### src/rtl/ps2_scancode_decoder.sv
// PS/2 set-2 scancode decoder: folds E0/F0/E1 prefixes into one key event per keystroke,
// filters status bytes and tracks modifiers. Build macro PS2DEC_TYPEMATIC_FILTER_EN drops repeated makes.
module ps2_scancode_decoder #(
  parameter int PAUSE_LEN = 7
) (
  input  logic       cclk,
  input  logic       cclk_rst,
  input  logic       in_valid,
  input  logic [7:0] in_data,
  output logic       in_ready,
  output logic       ev_valid,
  input  logic       ev_ready,
  output logic [7:0] ev_code,
  output logic       ev_ext,
  output logic       ev_break,
  output logic       ev_pause,
  output logic       mod_shift,
  output logic       mod_ctrl,
  output logic       mod_alt,
  output logic       bat_ok,
  output logic [7:0] err_cnt
);

  localparam int CW = (PAUSE_LEN < 2) ? 1 : $clog2(PAUSE_LEN + 1);

  typedef enum logic [2:0] {IDLE, EXT, BRK, EXT_BRK, PAUSE} state_t;

  state_t        state;
  logic [CW-1:0] cnt;
  logic          shift_l, shift_r, ctrl_n, ctrl_e, alt_n, alt_e;

  logic accept, is_err, is_pfx, is_status;
  logic key_hit, key_ext, key_brk, fake_shift, pause_done;
  logic suppress, emit;

  // Only one event can be pending, so a full event register stalls the byte stream.
  assign in_ready  = !ev_valid && !cclk_rst;
  assign mod_shift = shift_l | shift_r;
  assign mod_ctrl  = ctrl_n | ctrl_e;
  assign mod_alt   = alt_n | alt_e;

  // NOTE: every always_comb output gets a value on every path; a missed branch infers a latch.
  always_comb begin
    accept     = in_valid && in_ready;
    is_err     = (in_data == 8'h00) || (in_data == 8'hFF);
    is_pfx     = (in_data == 8'hE0) || (in_data == 8'hF0);
    is_status  = in_data inside {8'hE1, 8'hAA, 8'hFA, 8'hFE, 8'hEE};
    key_ext    = (state == EXT) || (state == EXT_BRK);
    key_brk    = (state == BRK) || (state == EXT_BRK);
    key_hit    = 1'b0;
    case (state)
      IDLE:              key_hit = accept && !is_err && !is_pfx && !is_status;
      EXT, BRK, EXT_BRK: key_hit = accept && !is_err && !is_pfx;
      default:           key_hit = 1'b0;
    endcase
    // E0 12 accompanies PrintScreen and is not a real shift.
    fake_shift = key_ext && (in_data == 8'h12);
    pause_done = accept && (state == PAUSE) && (cnt <= CW'(1));
  end

  assign emit = key_hit && !fake_shift && !suppress;

`ifdef PS2DEC_TYPEMATIC_FILTER_EN
  logic       last_vld;
  logic [8:0] last_key;

  assign suppress = last_vld && !key_brk && (last_key == {key_ext, in_data});

  always_ff @(posedge cclk) begin
    if (cclk_rst) begin
      last_vld <= 1'b0;
      last_key <= '0;
    end else if (pause_done) begin
      last_vld <= 1'b0;
    end else if (emit) begin
      last_vld <= !key_brk;
      last_key <= {key_ext, in_data};
    end
  end
`else
  assign suppress = 1'b0;
`endif

  // NOTE: sequential state uses non-blocking assignments so every register samples pre-edge values.
  always_ff @(posedge cclk) begin
    if (cclk_rst) begin
      state    <= IDLE;
      cnt      <= '0;
      ev_valid <= 1'b0;
      ev_code  <= '0;
      ev_ext   <= 1'b0;
      ev_break <= 1'b0;
      ev_pause <= 1'b0;
      shift_l  <= 1'b0;
      shift_r  <= 1'b0;
      ctrl_n   <= 1'b0;
      ctrl_e   <= 1'b0;
      alt_n    <= 1'b0;
      alt_e    <= 1'b0;
      bat_ok   <= 1'b0;
      err_cnt  <= '0;
    end else begin
      if (ev_valid && ev_ready) ev_valid <= 1'b0;

      if (accept) begin
        case (state)
          IDLE: begin
            if (in_data == 8'hE0)      state <= EXT;
            else if (in_data == 8'hF0) state <= BRK;
            else if (in_data == 8'hE1) begin
              state <= PAUSE;
              cnt   <= CW'(PAUSE_LEN);
            end
            else if (in_data == 8'hAA) bat_ok <= 1'b1;
          end
          EXT: begin
            if (in_data == 8'hF0)      state <= EXT_BRK;
            else if (in_data != 8'hE0) state <= IDLE;
          end
          BRK: begin
            if (in_data == 8'hE0)      state <= EXT_BRK;
            else if (in_data != 8'hF0) state <= IDLE;
          end
          EXT_BRK: if (!is_pfx) state <= IDLE;
          PAUSE: begin
            // The rest of the Pause sequence is counted, never decoded.
            if (pause_done) begin
              state    <= IDLE;
              cnt      <= '0;
              ev_valid <= 1'b1;
              ev_code  <= 8'h77;
              ev_ext   <= 1'b0;
              ev_break <= 1'b0;
              ev_pause <= 1'b1;
            end else begin
              cnt <= cnt - 1'b1;
            end
          end
          default: state <= IDLE;
        endcase

        if (is_err && (state != PAUSE) && (err_cnt != 8'hFF)) err_cnt <= err_cnt + 8'd1;

        if (key_hit && !fake_shift) begin
          case ({key_ext, in_data})
            9'h012:  shift_l <= !key_brk;
            9'h059:  shift_r <= !key_brk;
            9'h014:  ctrl_n  <= !key_brk;
            9'h114:  ctrl_e  <= !key_brk;
            9'h011:  alt_n   <= !key_brk;
            9'h111:  alt_e   <= !key_brk;
            default: ;
          endcase
        end

        if (emit) begin
          ev_valid <= 1'b1;
          ev_code  <= in_data;
          ev_ext   <= key_ext;
          ev_break <= key_brk;
          ev_pause <= 1'b0;
        end
      end
    end
  end

endmodule

### config.mk
export PLATFORM = sky130hd
export DESIGN_NAME = ps2_scancode_decoder
export DESIGN_NICKNAME = d
export VERILOG_FILES = /design/src/rtl/ps2_scancode_decoder.sv
export SDC_FILE = /design/constraint.sdc
export NUM_CORES = 1
export LEC_CHECK = 0
export ABC_AREA = 0
export BUFFER_PORTS_ARGS = -buffer_cell sky130_fd_sc_hd__buf_2
export CAP_MARGIN = 20
export CELL_PAD_IN_SITES_DETAIL_PLACEMENT = 1
export CELL_PAD_IN_SITES_GLOBAL_PLACEMENT = 1
export CORE_ASPECT_RATIO = 1.75
export CORE_UTILIZATION = 29
export DETAILED_ROUTE_END_ITERATION = 8
export PLACE_DENSITY = 0.7
export SLEW_MARGIN = 10
export SYNTH_ARGS = -nofsm -noshare
export SYNTH_HDL_FRONTEND = slang
export SYNTH_SLANG_ARGS = --single-unit
### constraint.sdc
create_clock -name cclk -period 2.5 [get_ports cclk]
set_input_delay 0.125 -clock cclk [delete_from_list [all_inputs] [get_ports cclk]]
set_output_delay 0.125 -clock cclk [all_outputs]
set_load 0.01 [all_outputs]
# After elaboration in Yosys (flattened, before gate mapping)
# Index checks and enable logic that the tools add are counted.
[word_totals] word_cells=127 regBits=33 output_inout_bits=25 inputBits=12
[classes] add_sub_neg=2 order_cmp=1 muxes=31 reduce_logical=41 eq_ne=31 n_bitwise=6
[ops] cell="equality test 8 bit, second input constant" count=8
[ops] cell="2-to-1 mux 3 bit" count=13
[ops] cell="equality test 9 x 5 -> 1 bit, second input constant" count=3
[ops] cell="2-to-1 mux 8 bit" count=3
[ops] cell="inequality test 8 bit, second input constant" count=3
[ops] cell="AND reduction 3 bit" count=7
[ops] cell="equality test 9 bit, second input constant" count=2
[ops] cell="case mux 3 bit (5 select lines)" count=1
[ops] cell="logical AND 1 bit" count=12
[ops] cell="2-to-1 mux 1 bit" count=12
[ops] cell="AND reduction 6 bit" count=2
[ops] cell="inequality test 2 bit, second input constant" count=5
[ops] cell="equality test 9 x 7 -> 1 bit, second input constant" count=1
[ops] cell="adder 8 x 1 -> 8 bit, second input constant" count=1
[ops] cell="equality test 8 x 5 -> 1 bit, second input constant" count=1
[ops] cell="logical NOT 8 bit" count=1
[ops] cell="logical NOT 1 bit" count=7
[ops] cell="equality test 3 x 2 -> 1 bit, second input constant" count=2
[ops] cell="inequality test 3 x 2 -> 1 bit, second input constant" count=2
[ops] cell="case mux 3 bit (2 select lines)" count=1
[ops] cell="nonzero test 2 bit" count=3
[ops] cell="AND reduction 5 bit" count=1
[ops] cell="nonzero test 5 bit" count=1
[ops] cell="logical OR 1 bit" count=4
[ops] cell="12 further kinds" count=16

# Depth between registers and ports, before layout
# Gate-level depths: netlist of run 1.
[depth] word_depth=10 ltp_mapped=8 mapped_depth_nobuf=7

# Least setup slack after synthesis of run 1
# No wires, ideal clock.
[synth_path] path_kind="register -> register" startpoint="reg state[0]" endpoint="reg ev_code[4]" synth_period_minus_slack_ps=1801 slack_ps=699 t_arrival_ps=1680 path_stages_with_launch=8 t_required_ps=2378 setup_time_ps=122 path_cell_list="dfxtp_1 > buf_6 > or3_1 > a21o_1 > buf_6 > and2_4 > buf_6 > o311a_1"
[synth_via] elab_chain_len=7 word_cells_on_any_way=17 classes_between="eq/ne: 4; mux: 2; reduce/logical: 11"
[synth_rtl] item="start, declared" line_no="28" text="state_t state;"
[synth_rtl] item="start signal, assigned" line_no="87" text="state <= IDLE;"
[synth_rtl] item="start signal, assigned" line_no="108" text="if (in_data == 8'hE0) state <= EXT;"
[synth_rtl] item="start signal, assigned" line_no="109" text="else if (in_data == 8'hF0) state <= BRK;"
[synth_rtl] item="branches (longest 7 deep; another with equality test 3 x 1 -> 1 bit)"
[synth_rtl] item="end signal, assigned" line_no="158" text="ev_code <= in_data;"
[synth_rtl] item="end, declared" line_no="13" text="output logic [7:0] ev_code,"
# Several ways; the timed one is not identified.
# A chain may end at the register's enable or synchronous reset.

# Worst setup path in the final report of run 1
[layout_path] startpoint="reg ev_valid" endpoint="reg err_cnt[7]"
[layout_via] elab_chain_len=4
[layout_rtl] item="start, declared" line_no="11" text="output logic ev_valid,"
[layout_rtl] item="start signal, assigned" line_no="89" text="ev_valid <= 1'b0;"
[layout_rtl] item="start signal, assigned" line_no="103" text="if (ev_valid && ev_ready) ev_valid <= 1'b0;"
[layout_rtl] item="start signal, assigned" line_no="130" text="ev_valid <= 1'b1;"
[layout_rtl] item="logical NOT 1 bit" line_no="37" text="assign in_ready = !ev_valid && !cclk_rst;"
[layout_rtl] item="logical AND 1 bit" line_no="37"
[layout_rtl] item="logical AND 1 bit" line_no="44" text="accept = in_valid && in_ready;"
[layout_rtl] item="AND reduction 2 bit (no source line)"
[layout_rtl] item="end signal, assigned" line_no="142" text="if (is_err && (state != PAUSE) && (err_cnt != 8'hFF)) err_cnt <= err_cnt + 8'd1;"
[layout_rtl] item="end, declared" line_no="21" text="output logic [7:0] err_cnt"
# No other way between the ends.

==> impl_metrics.json, run 1 <==
{
  "status": "complete, no violations",
  "vias": 1700,
  "clk_pin_slew_ns": 0.06,
  "layout-drive-gt1-share_pct": 28.6,
  "rows": 38,
  "drv_slew": 0,
  "routedWlPerCell_um": 15.7,
  "synth_ff_type": "dfxtp_1",
  "hold_class": "primary input to register",
  "crit_fanout": 5,
  "die_height_um": 108,
  "syn_avg_cell_area_um2": 9.09,
  "highest_layer": "met4",
  "grt_max_degree": 25,
  "synth_top_cell_by_area": "dfxtp_1",
  "async_reset_ff_share_pct": 0,
  "antenna_found_initial": 0,
  "htreeDepth": 2,
  "overflow": 0,
  "syn-num-nets": 220,
  "syn_inst": 205,
  "layout_commonest_cell": "buf_2",
  "grt_pass1_vias": 1736,
  "path_cells": "nor3b_1, nand2_1, nor3_1, a41oi_1, a211oi_1",
  "hold_start": "cclk_rst",
  "fmax_ghz": 0.498,
  "leakage_nw": 0.854,
  "hold_violations": 0,
  "maxSlewHeadroom_pct": 61.5,
  "period_needed_ns": 2.01,
  "synthTopCellsByArea": "dfxtp_1 (35%), mux2i_1 (4.3%), nand3_1 (4.3%)",
  "met1_length_um": 2020,
  "cts_buffer_depth": 2,
  "cap_violations": 0,
  "dp_cells": 311,
  "cts_root_buf": "clkbuf_8",
  "yosysWarningCount": 0,
  "worst_setup_path_start_kind": "register",
  "drt_iter0_markers": 24,
  "r2r_start": "ev_valid$_SDFF_PP0_",
  "seq_area_frac_synth_pct": 35.5,
  "tns_ns": 0,
  "synth_edf_count": 0,
  "setup_viol": 0,
  "drc": 0,
  "reg2reg_to": "err_cnt[7]$_SDFFE_PP0P_",
  "end_kind": "register",
  "worstSetupPathType": "register to register",
  "tightestPinTransition_ns": 0.572,
  "layout.nets": 253,
  "layout_common_cells": "buf_2 (36), dfxtp_1 (33), nor2_1 (17)",
  "dr_wl_met3_um": 168,
  "fin_skew_ns": 0.00381,
  "hpwl_um": 3810,
  "io_buffers": 36,
  "syn_to_final_growth_pct": 16.1,
  "cts_tree": "yes",
  "worst_ep_arrival_time_ns": 2.21,
  "wl_um": 5010,
  "core_um2": 6180,
  "boundaryPins": 37,
  "ys_ff_latch": 33,
  "dieArea_um2": 6760,
  "cts_setup_buffers": 0,
  "fin_cells": 318,
  "ff2ff_path_depth": 5,
  "cts_buffers": 5,
  "crit_required_ns": 2.70,
  "crit_path_top_delay_cell": "nor3b_1",
  "initial_core_util_pct": 30.1,
  "rsz0062_at_grt": "false",
  "route.met2.wl_um": 2680,
  "postCtsHoldBufs": 0,
  "register_area_um2": 661,
  "fill_cells": 768,
  "fin_hold_ws_ns": 0.148,
  "whs_path_depth": 2,
  "antenna_left": 0,
  "grt_pass1_wl_um": 8380,
  "synth_cell_type_count": 56,
  "synth.cell_area_um2": 1860,
  "slowest_delay_ns": 0.47,
  "clk_latency_ns": 0.28,
  "first_pass_iters": 4,
  "multiInputGateArea_um2": 1080,
  "holdPathEnd": "cnt[2]$_SDFFE_PP0P_",
  "die_width_um": 62.6,
  "grt_use_total_pct": 15.9,
  "postCtsResizedCells": 0,
  "cts.sinks": 33,
  "worst-r2r-setup-slack_ns": 0.49,
  "period_share_pct": 80.2,
  "gp_congestion": 0.862,
  "via_per_inst": 5.35,
  "diodes": 0,
  "power_density_nw_per_um2": 491,
  "peakVddDrop_mv": 0.282,
  "synth.top_cell.area_share_pct": 35.5
}
[metal layers]
| layer | vias to the layer above | track usage [%] |
|---|---|---|
| met5 | - | 0 |
| met2 | 32 | 29.7 |
| met1 | 834 | 16.3 |
| met4 | 0 | 8.64 |
| met3 | 10 | 3.48 |
| li1 | 824 | - |
[synthesized netlist by cell type (2+ instances only)]
cell type and n:
a31o_2 2, nor4_2 2, nor2b_1 2, nor4_1 5, o41ai_2 3, nor4b_2 2
nor3b_1 3, nand3_1 16, nor4b_1 2, o21ai_0 4, a41oi_1 2, o311a_1 2
inv_1 9, buf_2 3, nor3_2 2, nand3b_1 2, clkbuf_1 3, nor2_1 17
nor3_1 7, a211oi_1 3, mux2i_1 8, or2_2 3, nand2b_1 3, o31ai_1 6
xnor2_1 4, dfxtp_1 33, buf_6 4, a21oi_1 7, ha_1 3, nand2_1 10
and3_1 3, nand4_1 5, and4_1 2
[worst max-delay path: cells and delay by family, from the launching register on]
kind            cells  cell delay, ns
simple gates        3            1.17
compound gates      2            0.38
flops               1            0.37
[cells by family (layout without fill, tap and decap cells)]
family | after synthesis | after routing | share of synthesized area (%)
compound gates | 38 | 38 | 17.3
xor+xnor | 4 | 4 | 1.88
flops | 33 | 33 | 35.5
buf+inv | 22 | 55 | 6.45
simple gates | 96 | 96 | 32.0
mux | 9 | 9 | 4.90
fa+ha+maj | 3 | 3 | 2.01
[through the flow]
step / setup WS, ns / cell area [um^2] / total power, W / util [%]
finish: 0.494 / 2160 / 0.00106 / 35.0
global route: 0.281 / 2160 / 0.00112 / 35.0
CTS: 0.493 / 2160 / 0.00108 / 35.0
detailed placement: 0.520 / 2080 / 0.000670 / 33.6
global placement: 0.528 / 2080 / 0.000668 / 33.6
floorplan: 0.699 / 1860 / 0.000626 / -
[worst max-delay path by stage]
stage	startpoint	end	slack, ns	depth (start not counted)
floorplan	state[0]$_SDFFE_PP0P_	ev_code[4]$_SDFFE_PP0P_	0.70	7
global placement	ev_valid$_SDFF_PP0_	err_cnt[5]$_SDFFE_PP0P_	0.53	5
detailed placement	ev_valid$_SDFF_PP0_	err_cnt[7]$_SDFFE_PP0P_	0.52	5
CTS	ev_valid$_SDFF_PP0_	err_cnt[5]$_SDFFE_PP0P_	0.49	5
global route	ev_valid$_SDFF_PP0_	err_cnt[7]$_SDFFE_PP0P_	0.28	5
finish	ev_valid$_SDFF_PP0_	err_cnt[7]$_SDFFE_PP0P_	0.49	5
[state kept, by name, indices dropped and copies added, names as in the netlist]
signal / cells
ev_code: 8
alt_e: 1
shift_r: 1
cnt: 3
ctrl_e: 1
ev_valid: 1
bat_ok: 1
ev_break: 1
ev_ext: 1
alt_n: 1
ctrl_n: 1
state: 3
err_cnt: 8
ev_pause: 1
shift_l: 1
[cell type report]
type / instances / area share (%)
Timing Repair Buffer: 38 / 9.03
Clock buffer: 7 / 3.99
Multi-Input combinational cell: 150 / 50.1
Tap cell: 80 / 4.63
Inverter: 10 / 1.74
Sequential cell: 33 / 30.6
[power breakdown]
group | total, W | switching (W) | leakage, nW | internal, W
clock network | 0.000405 | 0.000186 | 0.0443 | 0.000218
logic | 0.000114 | 0.0000723 | 0.543 | 0.0000416
registers | 0.000543 | 0.00000617 | 0.267 | 0.000537
total | 0.00106 | 0.000265 | 0.854 | 0.000797
Note: power is estimated with default switching activity, not from simulation.
==> inputs of run 2 (changes only) <==
Clock period 2.5 ns to 1.9 ns, I/O delays scaled along.
==> run 2 against run 1 <==
Compared with the run above: die area unchanged; via count is 2.6% higher; hold slack got worse by 0.035 ns; sequential power rose by 31%; sequential cell count unchanged; register-to-register slack got worse by 0.40 ns; non-clock buffer count rose by 17; fmax increased by 11%; clock-buffer cell count down 2; clock skew rose by 0.0023 ns; utilization up 2.4 points; total power increased by 33%; highest routed layer unchanged.
==> impl_metrics.json, run 2 (synthesis gave the netlist of run 1 again) <==
{
  "status": "complete, no violations",
  "drc": 0,
  "first_pass_iters": 4,
  "tns_ns": 0,
  "fin_skew_ns": 0.00614,
  "switchingPower_w": 0.000392,
  "register_area_um2": 661,
  "crit_required_ns": 2.10,
  "cts.sinks": 33,
  "antenna_found_initial": 0,
  "multiInputGateArea_um2": 1100,
  "p_int_w": 0.00102,
  "final_area_um2": 2310,
  "period_share_pct": 95.1,
  "dieArea_um2": 6760,
  "boundaryPins": 37,
  "drv_slew": 0,
  "clk_pin_slew_ns": 0.07,
  "power_density_nw_per_um2": 613,
  "wl_um": 5160,
  "worst_ep_arrival_time_ns": 2.01,
  "crit_fanout": 6,
  "cts_buffer_depth": 2,
  "hold_violations": 0,
  "layout_common_cells": "buf_2 (36), dfxtp_1 (33), buf_4 (19)",
  "setup_viol": 0,
  "cts_buffers": 5,
  "grt_use_total_pct": 16.4,
  "gp_congestion": 0.893,
  "die_width_um": 62.6,
  "seqPwrFrac_pct": 50.3,
  "die_height_um": 108,
  "largestRegisters": "err_cnt x8, ev_code x8",
  "rows": 38,
  "hold_class": "primary input to register",
  "syn_to_final_growth_pct": 23.9,
  "cts_tree": "yes",
  "end_kind": "register",
  "leakage_nw": 0.953,
  "fill_cells": 758,
  "worst_setup_path_start_kind": "register",
  "grt_pass1_wl_um": 8570,
  "routedWlPerCell_um": 15.4,
  "io_buffers": 36,
  "vias": 1744,
  "grt_pass1_vias": 1811,
  "htreeDepth": 2,
  "via_per_inst": 5.19,
  "fmax_ghz": 0.554,
  "cap_violations": 0,
  "period_needed_ns": 1.81,
  "placed_area_um2": 2200,
  "tightestPinTransition_ns": 0.455,
  "cts_setup_buffers": 0,
  "layout_commonest_cell": "buf_2",
  "power.share.combinational_pct": 11.5,
  "antenna_left": 0,
  "hpwl_um": 4050,
  "swShare_pct": 27.6,
  "maxSlewHeadroom_pct": 69.2,
  "cts_root_buf": "clkbuf_8",
  "clk_latency_ns": 0.30,
  "layout-drive-gt1-share_pct": 34.8,
  "p_clk_share_pct": 38.2,
  "initial_core_util_pct": 30.1,
  "rsz0062_at_grt": "false",
  "grt_max_degree": 17,
  "core_um2": 6180,
  "overflow": 0,
  "postCtsHoldBufs": 0,
  "layout.nets": 270,
  "drt_iter0_markers": 39,
  "peakVddDrop_mv": 0.441,
  "diodes": 0,
  "worstSetupPathType": "register to register"
}
[run 2: path summary, 6_finish.rpt]
kind	startpoint	end	slack [ns]	depth (start not counted)
max	ev_valid$_SDFF_PP0_	ev_pause$_SDFFE_PP0P_	0.09	5
min	in_data[5]	ev_code[5]$_SDFFE_PP0P_	0.11	3
max reg2reg	ev_valid$_SDFF_PP0_	ev_pause$_SDFFE_PP0P_	0.09	5
min reg2reg	shift_l$_SDFFE_PP0P_	shift_l$_SDFFE_PP0P_	0.46	2
[run 2: worst max-delay path: stages (launching register included)]
cell	delay, ns
dfxtp_1	0.32
or3b_4	0.42
a311oi_2	0.29
and3_4	0.27
nand2_1	0.14
a31o_2	0.27
[run 2: layer usage]
metal | GRT usage [%] | up-vias | routed length (um) | share of wire, %
li1 | - | 858 | - | -
met1 | 15.2 | 847 | 1910 | 37
met2 | 32.8 | 29 | 2980 | 58
met3 | 3.90 | 10 | 173 | 3.4
met4 | 7.97 | 0 | 105 | 2.0
met5 | 0 | - | 0 | 0
[run 2: layout make-up]
type                    count  area share [%]
multi-input cells         150            47.7
flip-flops and latches     33            28.6
repair buffers             55            14.0
well taps                  80            4.34
clock buffers               5            2.98
inverters                  10            1.63
clock inverters             3           0.759
[run 2: per-stage QoR]
stage          instances  worst slack [ns]  total power [W]  utilization [%]  hold WS, ns
2_1_floorplan        205            0.0988         0.000824                -        0.227
3_3_place_gp         328            0.0850         0.000888             35.6        0.428
3_5_place_dp         328            0.0747         0.000890             35.6        0.429
4_1_cts              336            0.0568          0.00144             37.0        0.107
5_1_grt              336            0.0223          0.00148             37.3        0.139
6_report             336            0.0940          0.00142             37.3        0.113
[run 2: what timing repair did]
action,CTS,global route
setup endpoints to repair,0,3
resized for setup,0,4
hold endpoints to repair,0,0
[run 2: power by group through the flow]
stage / sequential [W] / clock [W] / combinational (W)
floorplan: 0.000737 / 0 / 0.0000867
global placement: 0.000729 / 0 / 0.000160
detailed placement: 0.000729 / 0 / 0.000161
CTS: 0.000713 / 0.000568 / 0.000162
global route: 0.000715 / 0.000588 / 0.000179
finish: 0.000713 / 0.000541 / 0.000163
==> inputs of run 3 (changes only) <==
--- a/config.mk
+++ b/config.mk
@@ -11,5 +11,5 @@
 export CELL_PAD_IN_SITES_DETAIL_PLACEMENT = 1
 export CELL_PAD_IN_SITES_GLOBAL_PLACEMENT = 1
-export CORE_ASPECT_RATIO = 1.75
+export CORE_ASPECT_RATIO = 0.8
 export CORE_UTILIZATION = 29
 export DETAILED_ROUTE_END_ITERATION = 8
==> constraint.sdc (replaced) <==
create_clock -name cclk -period 1.9 [get_ports cclk]
set_input_delay 0.285 -clock cclk [delete_from_list [all_inputs] [get_ports cclk]]
set_output_delay 0.285 -clock cclk [all_outputs]
set_load 0.01 [all_outputs]
==> run 3 against run 2 <==
Compared with the run above: non-clock buffer count is 5 higher; total power is 0.82% lower; wire length is 4.0% higher; die area fell by 0.16%; critical endpoint is now state[1]$_SDFFE_PP0P_; utilization is 1.1 points higher; highest routed layer unchanged; fmax shrank 0.63%; final area up 0.65%; first-iteration DRC count rose to 4.2 times the previous value; global-route usage is 0.80 points higher.
==> impl_metrics.json, run 3 (synthesis gave the netlist of run 1 again) <==
{
  "status": "complete, no violations",
  "drc": 0,
  "rows": 25,
  "period_share_pct": 95.7,
  "register_area_um2": 662,
  "antenna_left": 0,
  "cts.sinks": 33,
  "drt_iter0_markers": 164,
  "peakVddDrop_mv": 0.246,
  "dieArea_um2": 6750,
  "final_util_pct": 38.5,
  "tightestPinTransition_ns": 0.431,
  "worstSetupPathType": "register to register",
  "multiInputGateArea_um2": 1080,
  "grt_use_total_pct": 17.2,
  "crit_required_ns": 2.12,
  "wl_um": 5370,
  "power_w": 0.00140,
  "gp_congestion": 0.861,
  "hpwl_um": 4110,
  "vias": 1765,
  "antenna_found_initial": 0,
  "leakage_nw": 0.962,
  "fmax_ghz": 0.550,
  "fin_ws_ns": 0.0825,
  "fin_skew_ns": 0.00526,
  "diodes": 0,
  "crit_fanout": 3,
  "end_kind": "register",
  "grt_pass1_wl_um": 8960,
  "use_met1_pct": 23.7,
  "worst_setup_path_start_kind": "register",
  "power_density_nw_per_um2": 605,
  "overflow": 0,
  "layout_commonest_cell": "buf_2",
  "dp_cells": 332,
  "largestRegisters": "err_cnt x8, ev_code x8",
  "boundaryPins": 37,
  "syn_to_final_growth_pct": 24.7,
  "cts_root_buf": "clkbuf_8",
  "slowest_delay_ns": 0.45,
  "die_height_um": 73.7,
  "fin_cells": 342,
  "worst_ep_arrival_time_ns": 2.03,
  "postCtsHoldBufs": 0,
  "hold_violations": 0,
  "grt_max_degree": 30,
  "cap_violations": 0,
  "busiest_layer": "met2",
  "grt.met2_usage_pct": 26.1,
  "io_buffers": 36,
  "setup_viol": 0,
  "maxSlewHeadroom_pct": 70.9,
  "tns_ns": 0,
  "clk_pin_slew_ns": 0.07,
  "htreeDepth": 2,
  "path_cells": "inv_1, ha_1, o21ba_2, o21ai_0, buf_4, o311ai_2, or3b_2, a21oi_1",
  "cts_tree": "yes",
  "rsz0062_at_grt": "false",
  "layout-drive-gt1-share_pct": 34.5,
  "post-place-ws_ns": -0.0227,
  "layout.nets": 275,
  "grt_pass1_vias": 1803,
  "core_um2": 6040,
  "crit_path_top_delay_cell": "or3b_2",
  "use_met3_pct": 4.45,
  "initial_core_util_pct": 30.9,
  "cts_buffer_depth": 2,
  "clk_latency_ns": 0.29,
  "via_per_inst": 5.16,
  "hold_class": "primary input to register",
  "fill_cells": 730,
  "drv_slew": 0,
  "cts_buffers": 5,
  "layout_common_cells": "buf_2 (36), dfxtp_1 (32), buf_4 (24)",
  "routedWlPerCell_um": 15.7,
  "die_width_um": 91.6,
  "first_pass_iters": 4,
  "period_needed_ns": 1.82
}
[run 3: layout make-up]
cell class | instances | share of cell area [%]
repair buffers | 60 | 15.5
inverters | 10 | 1.62
multi-input cells | 150 | 46.6
flip-flops and latches | 33 | 28.5
clock buffers | 8 | 3.45
well taps | 81 | 4.36
[run 3: repair_timing]
item | 4_1_cts | 5_1_grt
setup buffers | 0 | 2
gates resized for setup | 0 | 1
setup endpoints to repair | 0 | 1
[run 3: path summary, 6_finish.rpt]
kind / from / to / slack [ns] / cells past startpoint
setup / recovery: cnt[1]$_SDFFE_PP0P_ / state[1]$_SDFFE_PP0P_ / 0.08 / 8
hold / removal: in_data[0] / ev_code[0]$_SDFFE_PP0P_ / 0.31 / 3
setup reg to reg: cnt[1]$_SDFFE_PP0P_ / state[1]$_SDFFE_PP0P_ / 0.08 / 8
hold reg to reg: ctrl_n$_SDFFE_PP0P_ / ctrl_n$_SDFFE_PP0P_ / 0.46 / 2
[run 3: where the power goes]
group	internal (W)	total (W)	switching, W
Clock	0.000260	0.000525	0.000265
Sequential	0.000706	0.000714	0.00000795
Combinational	0.0000680	0.000165	0.0000971
Total	0.00103	0.00140	0.000370
[run 3: worst max-delay path: cells and delay by family (launching register included)]
family / cells / cell delay (ns)
AO/OA/AOI/OAI: 4 / 0.58
adder cells (fa/ha/maj): 1 / 0.14
buffers and inverters: 2 / 0.25
flip-flops: 1 / 0.32
AND/OR/NAND/NOR: 1 / 0.45
[run 3: per-stage QoR]
stage | area, um^2 | hold slack (ns)
CTS | 2310 | 0.294
global placement | 2230 | 0.447
finish | 2320 | 0.310
floorplan | 1860 | 0.417
detailed placement | 2230 | 0.458
global route | 2320 | 0.339
[run 3: metal layers]
layer,wire length (um),vias up
met3,269,8
met1,2760,843
li1,-,878
met5,0,-
met2,2270,36
met4,62,0
